**src/rtl/any1_pkg.sv**
```systemverilog
// Shared ANY-1 types: branch condition encodings and the resolved-branch record.
package any1_pkg;

  localparam int ANY1_WID  = 64;
  localparam int ANY1_TAGW = 6;

  typedef enum logic [2:0] {
    BR_EQ  = 3'd0,
    BR_NE  = 3'd1,
    BR_LT  = 3'd2,
    BR_GE  = 3'd3,
    BR_LTU = 3'd4,
    BR_GEU = 3'd5,
    BR_BS  = 3'd6,
    BR_BC  = 3'd7
  } BrCond;

  // pc holds the resolved (correct) next fetch address of the branch
  typedef struct packed {
    logic                 valid;
    logic                 taken;
    logic                 mispred;
    logic [ANY1_WID-1:0]  pc;
    logic [ANY1_TAGW-1:0] tag;
  } BrResult;

endpackage

```
**src/rtl/any1_branch_cond.sv**
```systemverilog
// Combinational branch condition evaluator for one lane.
// BS/BC test a single bit of a, selected by the low bits of b.
module any1_branch_cond import any1_pkg::*; #(
  parameter  int WID = ANY1_WID,
  localparam int BW  = $clog2(WID)
) (
  input  BrCond          i_cond,
  input  logic [WID-1:0] i_a,
  input  logic [WID-1:0] i_b,
  output logic           o_taken
);

  logic w_bit;
  assign w_bit = i_a[i_b[BW-1:0]];

  always_comb begin
    o_taken = 1'b0;
    case (i_cond)
      BR_EQ:   o_taken = (i_a == i_b);
      BR_NE:   o_taken = (i_a != i_b);
      BR_LT:   o_taken = ($signed(i_a) <  $signed(i_b));
      BR_GE:   o_taken = ($signed(i_a) >= $signed(i_b));
      BR_LTU:  o_taken = (i_a <  i_b);
      BR_GEU:  o_taken = (i_a >= i_b);
      BR_BS:   o_taken = w_bit;
      BR_BC:   o_taken = ~w_bit;
      default: o_taken = 1'b0;
    endcase
  end

endmodule

```
**src/rtl/any1_branch_unit.sv**
```systemverilog
// Two-stage multi-lane branch resolution: S1 registers conditions, S2 registers resolved PCs.
// Output stalls hold both stages; the oldest mispredicting lane redirects and squashes younger work.
module any1_branch_unit import any1_pkg::*; #(
  parameter  int WID        = ANY1_WID,
  parameter  int NCH        = 2,
  parameter  int DISPW      = 21,
  parameter  int TAGW       = ANY1_TAGW,
  parameter  int INSN_BYTES = 4,
  localparam int LW         = (NCH > 1) ? $clog2(NCH) : 1
) (
  input  logic                  clk_i,
  input  logic                  rst_i,
  input  logic                  flush_i,
  input  logic [NCH-1:0]        in_valid_i,
  output logic                  in_ready_o,
  input  logic [3*NCH-1:0]      in_cond_i,
  input  logic [WID*NCH-1:0]    in_a_i,
  input  logic [WID*NCH-1:0]    in_b_i,
  input  logic [WID*NCH-1:0]    in_pc_i,
  input  logic [DISPW*NCH-1:0]  in_disp_i,
  input  logic [NCH-1:0]        in_pred_i,
  input  logic [TAGW*NCH-1:0]   in_tag_i,
  output logic                  out_valid_o,
  input  logic                  out_ready_i,
  output logic [NCH-1:0]        out_lane_v_o,
  output logic [NCH-1:0]        out_taken_o,
  output logic [TAGW*NCH-1:0]   out_tag_o,
  output logic                  redirect_o,
  output logic [WID-1:0]        redirect_pc_o,
  output logic [TAGW-1:0]       redirect_tag_o,
  output logic [LW-1:0]         redirect_lane_o
);

  logic [NCH-1:0]   r_s1_v, r_s1_taken, r_s1_pred;
  logic [WID-1:0]   r_s1_pc   [NCH];
  logic [DISPW-1:0] r_s1_disp [NCH];
  logic [TAGW-1:0]  r_s1_tag  [NCH];
  BrResult          r_s2      [NCH];
  BrResult          w_s2_nxt  [NCH];

  logic [NCH-1:0] w_taken, w_lane_v;
  logic           w_found, w_s2_adv, w_redirect;
  logic [LW-1:0]  w_m;

  for (genvar g = 0; g < NCH; g++) begin : g_lane
    any1_branch_cond #(.WID(WID)) u_cond (
      .i_cond  (BrCond'(in_cond_i[g*3 +: 3])),
      .i_a     (in_a_i[g*WID +: WID]),
      .i_b     (in_b_i[g*WID +: WID]),
      .o_taken (w_taken[g])
    );
  end

  // Lanes above the oldest mispredict are squashed; that lane itself is kept.
  always_comb begin
    w_found     = 1'b0;
    w_m         = '0;
    w_lane_v    = '0;
    out_taken_o = '0;
    out_tag_o   = '0;
    for (int l = 0; l < NCH; l++) begin
      if (!w_found) begin
        w_lane_v[l] = r_s2[l].valid;
        if (r_s2[l].valid && r_s2[l].mispred) begin
          w_found = 1'b1;
          w_m     = LW'(l);
        end
      end
    end
    for (int l = 0; l < NCH; l++) begin
      out_taken_o[l]             = w_lane_v[l] & r_s2[l].taken;
      out_tag_o[l*TAGW +: TAGW]  = w_lane_v[l] ? r_s2[l].tag : '0;
    end
  end

  assign out_valid_o     = |w_lane_v;
  assign out_lane_v_o    = w_lane_v;
  assign w_s2_adv        = ~(|w_lane_v) | out_ready_i;
  assign in_ready_o      = ~rst_i & (~(|r_s1_v) | w_s2_adv);
  assign w_redirect      = out_valid_o & out_ready_i & w_found;
  assign redirect_o      = w_redirect;
  assign redirect_pc_o   = w_redirect ? r_s2[w_m].pc  : '0;
  assign redirect_tag_o  = w_redirect ? r_s2[w_m].tag : '0;
  assign redirect_lane_o = w_redirect ? w_m           : '0;

  always_comb begin
    for (int l = 0; l < NCH; l++) begin
      w_s2_nxt[l].valid   = r_s1_v[l] & ~w_redirect;
      w_s2_nxt[l].taken   = r_s1_taken[l];
      w_s2_nxt[l].mispred = r_s1_taken[l] ^ r_s1_pred[l];
      w_s2_nxt[l].pc      = r_s1_taken[l]
                          ? r_s1_pc[l] + {{(WID-DISPW){r_s1_disp[l][DISPW-1]}}, r_s1_disp[l]}
                          : r_s1_pc[l] + WID'(INSN_BYTES);
      w_s2_nxt[l].tag     = r_s1_tag[l];
    end
  end

  always_ff @(posedge clk_i) begin
    if (rst_i || flush_i || w_redirect) begin
      r_s1_v <= '0;
    end else if (in_ready_o) begin
      r_s1_v <= in_valid_i;
    end
  end

  always_ff @(posedge clk_i) begin
    if (in_ready_o) begin
      r_s1_taken <= w_taken;
      r_s1_pred  <= in_pred_i;
      for (int l = 0; l < NCH; l++) begin
        r_s1_pc[l]   <= in_pc_i[l*WID +: WID];
        r_s1_disp[l] <= in_disp_i[l*DISPW +: DISPW];
        r_s1_tag[l]  <= in_tag_i[l*TAGW +: TAGW];
      end
    end
  end

  always_ff @(posedge clk_i) begin
    if (rst_i || flush_i) begin
      for (int l = 0; l < NCH; l++) r_s2[l].valid <= 1'b0;
    end else if (w_s2_adv) begin
      for (int l = 0; l < NCH; l++) r_s2[l] <= w_s2_nxt[l];
    end
  end

endmodule

```
**config.mk**
```make
export PLATFORM = sky130hd
export DESIGN_NAME = any1_branch_unit
export DESIGN_NICKNAME = d
export VERILOG_FILES = /design/src/rtl/any1_pkg.sv /design/src/rtl/any1_branch_cond.sv /design/src/rtl/any1_branch_unit.sv
export SDC_FILE = /design/constraint.sdc
export NUM_CORES = 1
export LEC_CHECK = 0
export ABC_CLOCK_PERIOD_IN_PS = 19250
export CORE_MARGIN = 10
export CORE_UTILIZATION = 32
export CTS_CLUSTER_DIAMETER = 60
export CTS_CLUSTER_SIZE = 14
export DETAILED_ROUTE_END_ITERATION = 12
export PLACE_DENSITY = 0.57
export REMOVE_ABC_BUFFERS = 1
export SETUP_SLACK_MARGIN = 0.4
export SLEW_MARGIN = 30
export SYNTH_ARGS = -nofsm -noshare
export SYNTH_HDL_FRONTEND = slang
export SYNTH_SLANG_ARGS = --single-unit
```
**constraint.sdc**
```tcl
create_clock -name clk_i -period 19.25 [get_ports clk_i]
set_input_delay 4.8125 -clock clk_i [delete_from_list [all_inputs] [get_ports clk_i]]
set_output_delay 4.8125 -clock clk_i [all_outputs]
set_load 0.005 [all_outputs]
```
Word-level counts from Yosys, hierarchy flattened

Memories as Yosys holds them, arrays and structs flattened.
Index checks and enable logic that the tools add are counted.

Register bits after elaboration: 6
Memory bits (writable): 328
Input port bits: 452
Output and inout bits: 90
Logic and storage cells: 93
Memories: 4

Memory list:

| memory    | words | width | rd ports | clocked after memory_dff | write ports | line                   | RTL |
|---|---|---|---|---|---|---|---|
| r_s2      | 2     | 73    | 3        | 0                        | 2           | any1_branch_unit.sv:38 | `BrResult r_s2 [NCH];` |
| r_s1_pc   | 2     | 64    | 2        | 0                        | 2           | any1_branch_unit.sv:35 | `logic [WID-1:0] r_s1_pc [NCH];` |
| r_s1_disp | 2     | 21    | 2        | 0                        | 2           | any1_branch_unit.sv:36 | `logic [DISPW-1:0] r_s1_disp [NCH];` |
| r_s1_tag  | 2     | 6     | 2        | 0                        | 2           | any1_branch_unit.sv:37 | `logic [TAGW-1:0] r_s1_tag [NCH];` |

Add/sub/neg operators: 4
Order comparisons: 10
Equal/unequal tests: 18
Muxes and demuxes: 27
Bitwise logic cells: 19
Reductions and logical operators: 8

Operators with widths:

| kind                                                                  | count |
|---|---|
| 64-bit greater-or-equal comparator                                    | 4 |
| 64-bit < comparator                                                   | 4 |
| 64-bit 2-to-1 mux                                                     | 3 |
| 64-bit by 3-bit adder with 64-bit output, second input constant       | 2 |
| 64-bit adder                                                          | 2 |
| 64-bit equality test                                                  | 2 |
| 64-bit inequality test                                                | 2 |
| 3-bit equality test, second input constant                            | 8 |
| 6-bit 2-to-1 mux                                                      | 3 |
| 1-bit 2-to-1 mux                                                      | 17 |
| 1-bit one-hot mux with 8 select lines                                 | 2 |
| 6-bit by 7-bit < comparator with 1-bit output, second input constant  | 2 |
| 1-bit binary-select mux with 6-bit select                             | 2 |
| 3-bit by 2-bit equality test with 1-bit output, second input constant | 4 |
| 1-bit bitwise AND                                                     | 7 |
| 3-bit by 1-bit equality test with 1-bit output, second input constant | 2 |
| 3-bit logical NOT                                                     | 2 |
| 1-bit NOT                                                             | 6 |
| 1-bit bitwise OR                                                      | 4 |
| 2-bit OR reduction                                                    | 2 |
| 1-bit logical AND                                                     | 2 |
| 1-bit logical OR                                                      | 2 |
| 1-bit bitwise XOR                                                     | 2 |

Logic depth before layout (Yosys ltp)

Gate-level depths: netlist of the first run.
An unclocked memory read counts as a cell.

Word-level depth: 11
Depth in mapped cells: 14
Depth with buffers taken out: 13

Modules after synthesis

Synthesis of the first run repeated with hierarchy kept, for this count alone.

Cells, all modules: 2961
Area, all modules: 27207.3 µm²

Modules (own cells, without submodules):

| module           | times used | cells an instance | area each (µm²) | seq. area each (µm²) |
|---|---|---|---|---|
| any1_branch_unit | 1          | 2403              | 22668.0         | 10009.6 |
| any1_branch_cond | 2          | 279               | 2269.7          | 0.0 |

Worst setup path after synthesis of the first run

OpenSTA, ideal clock, no wires.

Kind: input-to-output
Start: in out_ready_i
End: out in_ready_o
Arrival time: 14.022 ns
Data required time: 14.438 ns
Slack: 0.415 ns
Stages: 2
Path buffers: 0
Cells stage by stage: nor2_1 a21oi_1

Longest elaborated chain between the ends: 3

RTL lines:

| item              | line                   | RTL |
|---|---|---|
| from (decl)       | any1_branch_unit.sv:24 | `input logic out_ready_i,` |
| 1-bit bitwise OR  | any1_branch_unit.sv:78 | `assign w_s2_adv = ~(\|w_lane_v) \| out_ready_i;` |
| 1-bit bitwise OR  | any1_branch_unit.sv:79 | `assign in_ready_o = ~rst_i & (~(\|r_s1_v) \| w_s2_adv);` |
| 1-bit bitwise AND | any1_branch_unit.sv:79 |  |
| to (decl)         | any1_branch_unit.sv:15 | `output logic in_ready_o,` |

Every way passes these cells.

Final worst setup path of the first run

Start: in out_ready_i
End: out redirect_pc_o[4]

Longest elaborated chain between the ends: 3

RTL lines:

| item                           | line                   | RTL |
|---|---|---|
| 1-bit bitwise AND (2 in a row) | any1_branch_unit.sv:80 | `assign w_redirect = out_valid_o & out_ready_i & w_found;` |
| 64-bit 2-to-1 mux              | any1_branch_unit.sv:82 | `assign redirect_pc_o = w_redirect ? r_s2[w_m].pc : '0;` |
| to (decl)                      | any1_branch_unit.sv:29 | `output logic [WID-1:0] redirect_pc_o,` |

Every way passes these cells.

==> results of run 1 <==
## metal layers
metal,part of all wire [%],global-route usage (%),vias to the layer above
li1,-,-,11770
met5,0.15,0,-
met1,44,26.35,11500
met3,7.0,4.282,111
met4,2.0,4.261,22
met2,47,33.94,669
## state kept, by name (all words and copies together) (netlist names)
name / count
r_s2: 146
r_s1_pc: 128
r_s1_disp: 42
r_s1_tag: 12
r_s1_pred: 2
r_s1_taken: 2
r_s1_v: 2
## path summary, 6_finish.rpt
check	slack, ns	cells after the start	endpoint
worst max-delay path	7.40	5	redirect_pc_o[4]
worst min-delay path	0.52	1	r_s2[1][3]
worst max register to register	14.92	12	r_s2[0][69]
worst min register to register	0.52	1	r_s2[1][3]
## Yosys cell counts (all sizes together) (7+ instances only)
cell type,number,share of area (%)
nand4,96,2.2
o21a,22,0.61
nand3,86,1.6
xor2,72,2.3
clkbuf,104,1.5
nor3,36,0.67
o31ai,8,0.22
edfxtp,332,37
nand2b,26,0.60
or4,7,0.20
nor3b,7,0.21
or2,14,0.33
a2111oi,7,0.26
xnor2,141,4.6
ha,256,12
o211ai,18,0.50
mux4,41,3.5
buf,18,0.42
nor2b,22,0.51
nor2,201,2.8
a31oi,19,0.44
a21oi,284,5.3
or3,15,0.35
mux2i,12,0.45
and2,38,0.88
nand2,310,4.3
o21ai,133,2.5
nor4,12,0.30
o21bai,27,0.75
a21o,116,3.2
and3,41,0.95
and4,18,0.59
a211oi,84,2.4
inv,181,2.5
o22ai,18,0.42
## final cells by class
type	count	area, µm²
Antenna cell	16	40.04
Inverter	184	695.7
Timing Repair Buffer	564	5600
Clock inverter	20	227.7
Sequential cell	334	10010
Multi-Input combinational cell	2261	15770
Tap cell	1080	1351
Clock buffer	44	994.7
Fill cell	8335	48870
## power by group through the flow
stage                     clock (W)  combinational [W]  sequential (W)
after floorplan                   0           0.000338        0.000897
after global placement            0           0.000562        0.000890
after detailed placement          0           0.000563        0.000890
after CTS                  0.000753           0.000568        0.000875
after global routing       0.000780           0.000629        0.000879
final                      0.000726           0.000567        0.000875
## worst max-delay path, cell delays in order
cell and delay (ns):
clkdlybuf4s50_1 0.58, nand2_2 0.32, buf_4 0.43, a21oi_1 0.29, clkdlybuf4s50_1 0.56
## kinds of logic after synthesis
| kind of cell | synth area share [%] |
|---|---|
| and+or+nand+nor | 16.83 |
| AOI/OAI and AO/OA | 18.60 |
| DFF | 37.16 |
| buffers and inverters | 4.436 |
| adders and majority gates | 12.04 |
| xor gates and xnor gates | 6.925 |
| muxes | 4.013 |
## metrics by stage
stage	std cells	cell area (µm²)	util (%)	worst slack, ns	hold WS (ns)
2_1_floorplan	2779	26430	-	0.4147	0.4967
3_3_place_gp	4423	33420	40.00	7.532	0.5020
3_5_place_dp	4423	33430	40.01	7.464	0.5026
4_1_cts	4487	34650	41.47	7.458	0.5184
5_1_grt	4498	34680	41.50	7.333	0.5442
6_report	4503	34690	41.52	7.402	0.5170
==> results.sh, run 1 <==
export IMPL_synth_seq_area_share_pct=37.16
export IMPL_hold_viol=0
export IMPL_cts_resized=0
export IMPL_viasPerCell=5.344
export IMPL_crit_path_end_kind="primary output"
export IMPL_intPower_w=0.001519
export IMPL_final_cell_mix="clkdlybuf4s50_1 (541), edfxtp_1 (332), nand2_1 (308), a21oi_1 (282), ha_1 (256)"
export IMPL_synth_edf_count=332
export IMPL_synthFlopType="edfxtp_1"
export IMPL_worst_slew_pin_slew_ns=0.9614
export IMPL_pwr_share_seq_pct=40.4
export IMPL_p_sw_share_pct=29.96
export IMPL_numCtsBuffers=38
export IMPL_fin_crit_ns=11.85
export IMPL_relSlewSlack_pct=35.71
export IMPL_clock_latency_ns=0.56
export IMPL_cts_tree="built"
export IMPL_die_h_um=310.1
export IMPL_pin_count=542
export IMPL_setup_worst_path_class="input port to primary output"
export IMPL_ys_warn_count=0
export IMPL_rows=106
export IMPL_setup_violations_final=0
export IMPL_cts_root_buf="clkbuf_16"
export IMPL_post_cts_buffers=0
export IMPL_drt_first_pass_iters=5
export IMPL_grt_pass1_vias=23720
export IMPL_place_congestion=0.9195
export IMPL_area_growth_pct=28.77
export IMPL_drv_slew=0
export IMPL_cts_max_level=2
export IMPL_timing_final_crit_share_pct=61.55
export IMPL_drt_wl_total_mm=100.7
export IMPL_synthesis_area_um2=26940
export IMPL_avgSynthCellArea_um2=9.286
export IMPL_antenna_left=0
export IMPL_min_delay_start="r_s1_tag[0][9]"
export IMPL_grt_first_pass_wirelength_mm=149.1
export IMPL_pwr_share_comb_pct=26.2
export IMPL_via_count=24070
export IMPL_clk_pin_slew_ns=0.07
export IMPL_r2r_start="r_s1_disp[0][20]"
export IMPL_crit_start="out_ready_i"
export IMPL_clock_path_buffers=3
export IMPL_cap_viol_max_count=0
export IMPL_antenna_found_initial=27
export IMPL_synth_distinct_cells=87
export IMPL_p_total_w=0.002168
export IMPL_hpwl_mm=81.04
export IMPL_fin_skew_ns=0.02358
export IMPL_start_kind="input port"
export IMPL_rsz0062_at_grt="false"
export IMPL_max_freq_ghz=0.08440
export IMPL_ys_async_sr_fraction_pct=0
export IMPL_grt_overflow=0
export IMPL_synth_seq_cells=334
export IMPL_drcViolationCount=0
export IMPL_cp_arrival_ns=7.04
export IMPL_grt_max_degree=81
export IMPL_initial_utilization_pct=32.24
export IMPL_dieArea_um2=96190
export IMPL_p_switching_w=0.0006496
export IMPL_nets=4093
export IMPL_drive_above_1_share_pct=4.491
export IMPL_final_common_cell="clkdlybuf4s50_1"
export IMPL_grt_use_total_pct=20.17
export IMPL_cts_hold_buffers=0
export IMPL_crit_fanout=47
export IMPL_cp_data_required_time_ns=14.44
export IMPL_syn_inst=2901
export IMPL_die_w_um=310.1
export IMPL_drtIter0Drc=1755
export IMPL_clockPowerShare_pct=33.5
export IMPL_wire_per_inst_um=22.36
export IMPL_status="finished clean"
export IMPL_total_leakage_power_nw=13.59
export IMPL_hp_class="flop to flop"
export IMPL_port_buffer_count=541
export IMPL_setup_tns_ns=0
export IMPL_vdd_ir_drop_max_mv=0.04647
export IMPL_power_density_nw_per_um2=62.50
export IMPL_coreArea_um2=83560
export IMPL_clock_sinks=334
Note: power is estimated with default switching activity, not from simulation.
==> inputs of run 2 (changes only) <==
- ABC_CLOCK_PERIOD_IN_PS: 19250 -> 10700
- clock period: 19.25 -> 10.7 ns (I/O delays scaled with it)
==> results.sh, run 2 (synthesis results as in run 1) <==
export IMPL_drive_above_1_share_pct=4.265
export IMPL_cts_hold_buffers=0
export IMPL_whs_path_depth=1
export IMPL_drt_first_pass_iters=5
export IMPL_grt_overflow=0
export IMPL_setup_tns_ns=0
export IMPL_cp_data_required_time_ns=8.03
export IMPL_dpl_instance_area_um2=33400
export IMPL_antenna_found_initial=33
export IMPL_total_leakage_power_nw=13.51
export IMPL_worst_slew_pin_slew_ns=0.9106
export IMPL_crit_path_end_kind="primary output"
export IMPL_die_w_um=310.1
export IMPL_port_buffer_count=541
export IMPL_r2r_setup_slack_ns=6.23
export IMPL_vdd_ir_drop_max_mv=0.1073
export IMPL_dieArea_um2=96190
export IMPL_area_growth_pct=28.17
export IMPL_regMostFlops="r_s2"
export IMPL_crit_chain="clkdlybuf4s50_1, nand2_2, buf_4, a21oi_1, clkdlybuf4s50_1"
export IMPL_largest_reg_flops=146
export IMPL_grt_first_pass_wirelength_mm=148.8
export IMPL_antenna_left=0
export IMPL_die_h_um=310.1
export IMPL_cap_viol_max_count=0
export IMPL_timing_rr_end="r_s2[0][69]"
export IMPL_post_cts_buffers=0
export IMPL_cts_resized=0
export IMPL_start_kind="input port"
export IMPL_top_regs="r_s2 (146), r_s1_pc (128), r_s1_disp (42)"
export IMPL_rows=106
export IMPL_fin_ws_ns=3.120
export IMPL_setup_worst_path_class="input port to primary output"
export IMPL_clock_path_buffers=3
export IMPL_hp_class="flop to flop"
export IMPL_cts_max_level=2
export IMPL_final_cell_mix="clkdlybuf4s50_1 (540), edfxtp_1 (332), nand2_1 (308), a21oi_1 (282), ha_1 (256)"
export IMPL_r2r_start="r_s1_disp[0][20]"
export IMPL_post_route_util_pct=41.32
export IMPL_hpwl_mm=81.62
export IMPL_place_congestion=0.9231
export IMPL_timing_final_crit_share_pct=70.84
export IMPL_via_count=24000
export IMPL_drv_slew=0
export IMPL_max_freq_ghz=0.1319
export IMPL_whs_endpoint="r_s2[1][3]"
export IMPL_crit_fanout=47
export IMPL_nets=4090
export IMPL_grt_pass1_vias=23690
export IMPL_clock_latency_ns=0.56
export IMPL_relSlewSlack_pct=39.10
export IMPL_final_common_cell="clkdlybuf4s50_1"
export IMPL_pin_count=542
export IMPL_grt_use_total_pct=20.23
export IMPL_slowest_stage="buf_4"
export IMPL_initial_utilization_pct=32.24
export IMPL_coreArea_um2=83560
export IMPL_grt_max_degree=72
export IMPL_clk_pin_slew_ns=0.06
export IMPL_fin_skew_ns=0.01638
export IMPL_reg2reg_depth=12
export IMPL_stdcell_area_um2=34530
export IMPL_drt_wl_total_mm=101.2
export IMPL_cts_tree="built"
export IMPL_hold_viol=0
export IMPL_viasPerCell=5.332
export IMPL_status="finished clean"
export IMPL_drcViolationCount=0
export IMPL_max_stage_delay_ns=0.60
export IMPL_wire_per_inst_um=22.48
export IMPL_dp_slack_ns=3.174
export IMPL_cpMostUsedCell="clkdlybuf4s50_1"
export IMPL_critPathBufInv=3
export IMPL_setup_violations_final=0
export IMPL_min_delay_start="r_s1_tag[0][9]"
export IMPL_clock_sinks=334
export IMPL_drtIter0Drc=1891
export IMPL_numCtsBuffers=36
export IMPL_rsz0062_at_grt="false"
export IMPL_cts_root_buf="clkbuf_16"
export IMPL_power_density_nw_per_um2=109.6
export IMPL_fin_crit_ns=7.580
export IMPL_cp_arrival_ns=4.90
export IMPL_cpLargestDelayFamily="buffers and inverters"
## run 2: changes by cell type in the layout (fill, tap and decap cells not counted), sizes merged
| cell | change |
|---|---|
| inv | -2 |
| clkinv | +1 |
| bufinv | -2 |
| clkbuf | -3 |
| diode | +4 |
| clkdlybuf4s50 | -1 |
## run 2: power breakdown
part | internal (W) | switching, W | total [W]
Clock | 0.000640 | 0.000550 | 0.00119
Sequential | 0.00152 | 0.0000500 | 0.00157
Combinational | 0.000476 | 0.000544 | 0.00102
## run 2: routing by layer
| metal | up-vias | wire length, µm | GRT usage (%) |
|---|---|---|---|
| li1 | 11750 | - | - |
| met4 | 20 | 2160 | 5.536 |
| met1 | 11380 | 43960 | 26.53 |
| met2 | 733 | 47050 | 32.93 |
| met5 | - | 123 | 0 |
| met3 | 106 | 7864 | 4.832 |
## run 2: how the worst max path moves through the flow
stage | from | endpoint | slack [ns] | cells after the start
after floorplan | out_ready_i | in_ready_o | -3.86 | 2
after global placement | out_ready_i | redirect_pc_o[29] | 3.25 | 5
after detailed placement | out_ready_i | redirect_pc_o[15] | 3.17 | 5
after CTS | out_ready_i | redirect_pc_o[15] | 3.15 | 5
after global routing | out_ready_i | redirect_pc_o[23] | 3.01 | 5
final | out_ready_i | redirect_pc_o[22] | 3.12 | 5
## run 2: cell type report
type,instances,area [µm²]
well taps,1080,1351
clock inverters,17,132.6
diodes,20,50.05
multi-input cells,2261,15770
fillers,8305,49030
inverters,184,695.7
clock buffers,41,940.9
flip-flops and latches,334,10010
repair buffers,563,5575
## run 2: per-stage QoR
stage	hold WS [ns]	total power (W)	instances
floorplan	0.4967	0.002223	2779
global placement	0.5012	0.002611	4422
detailed placement	0.5033	0.002613	4422
CTS	0.5185	0.003827	4480
global route	0.5332	0.003992	4495
finish	0.5170	0.003785	4500
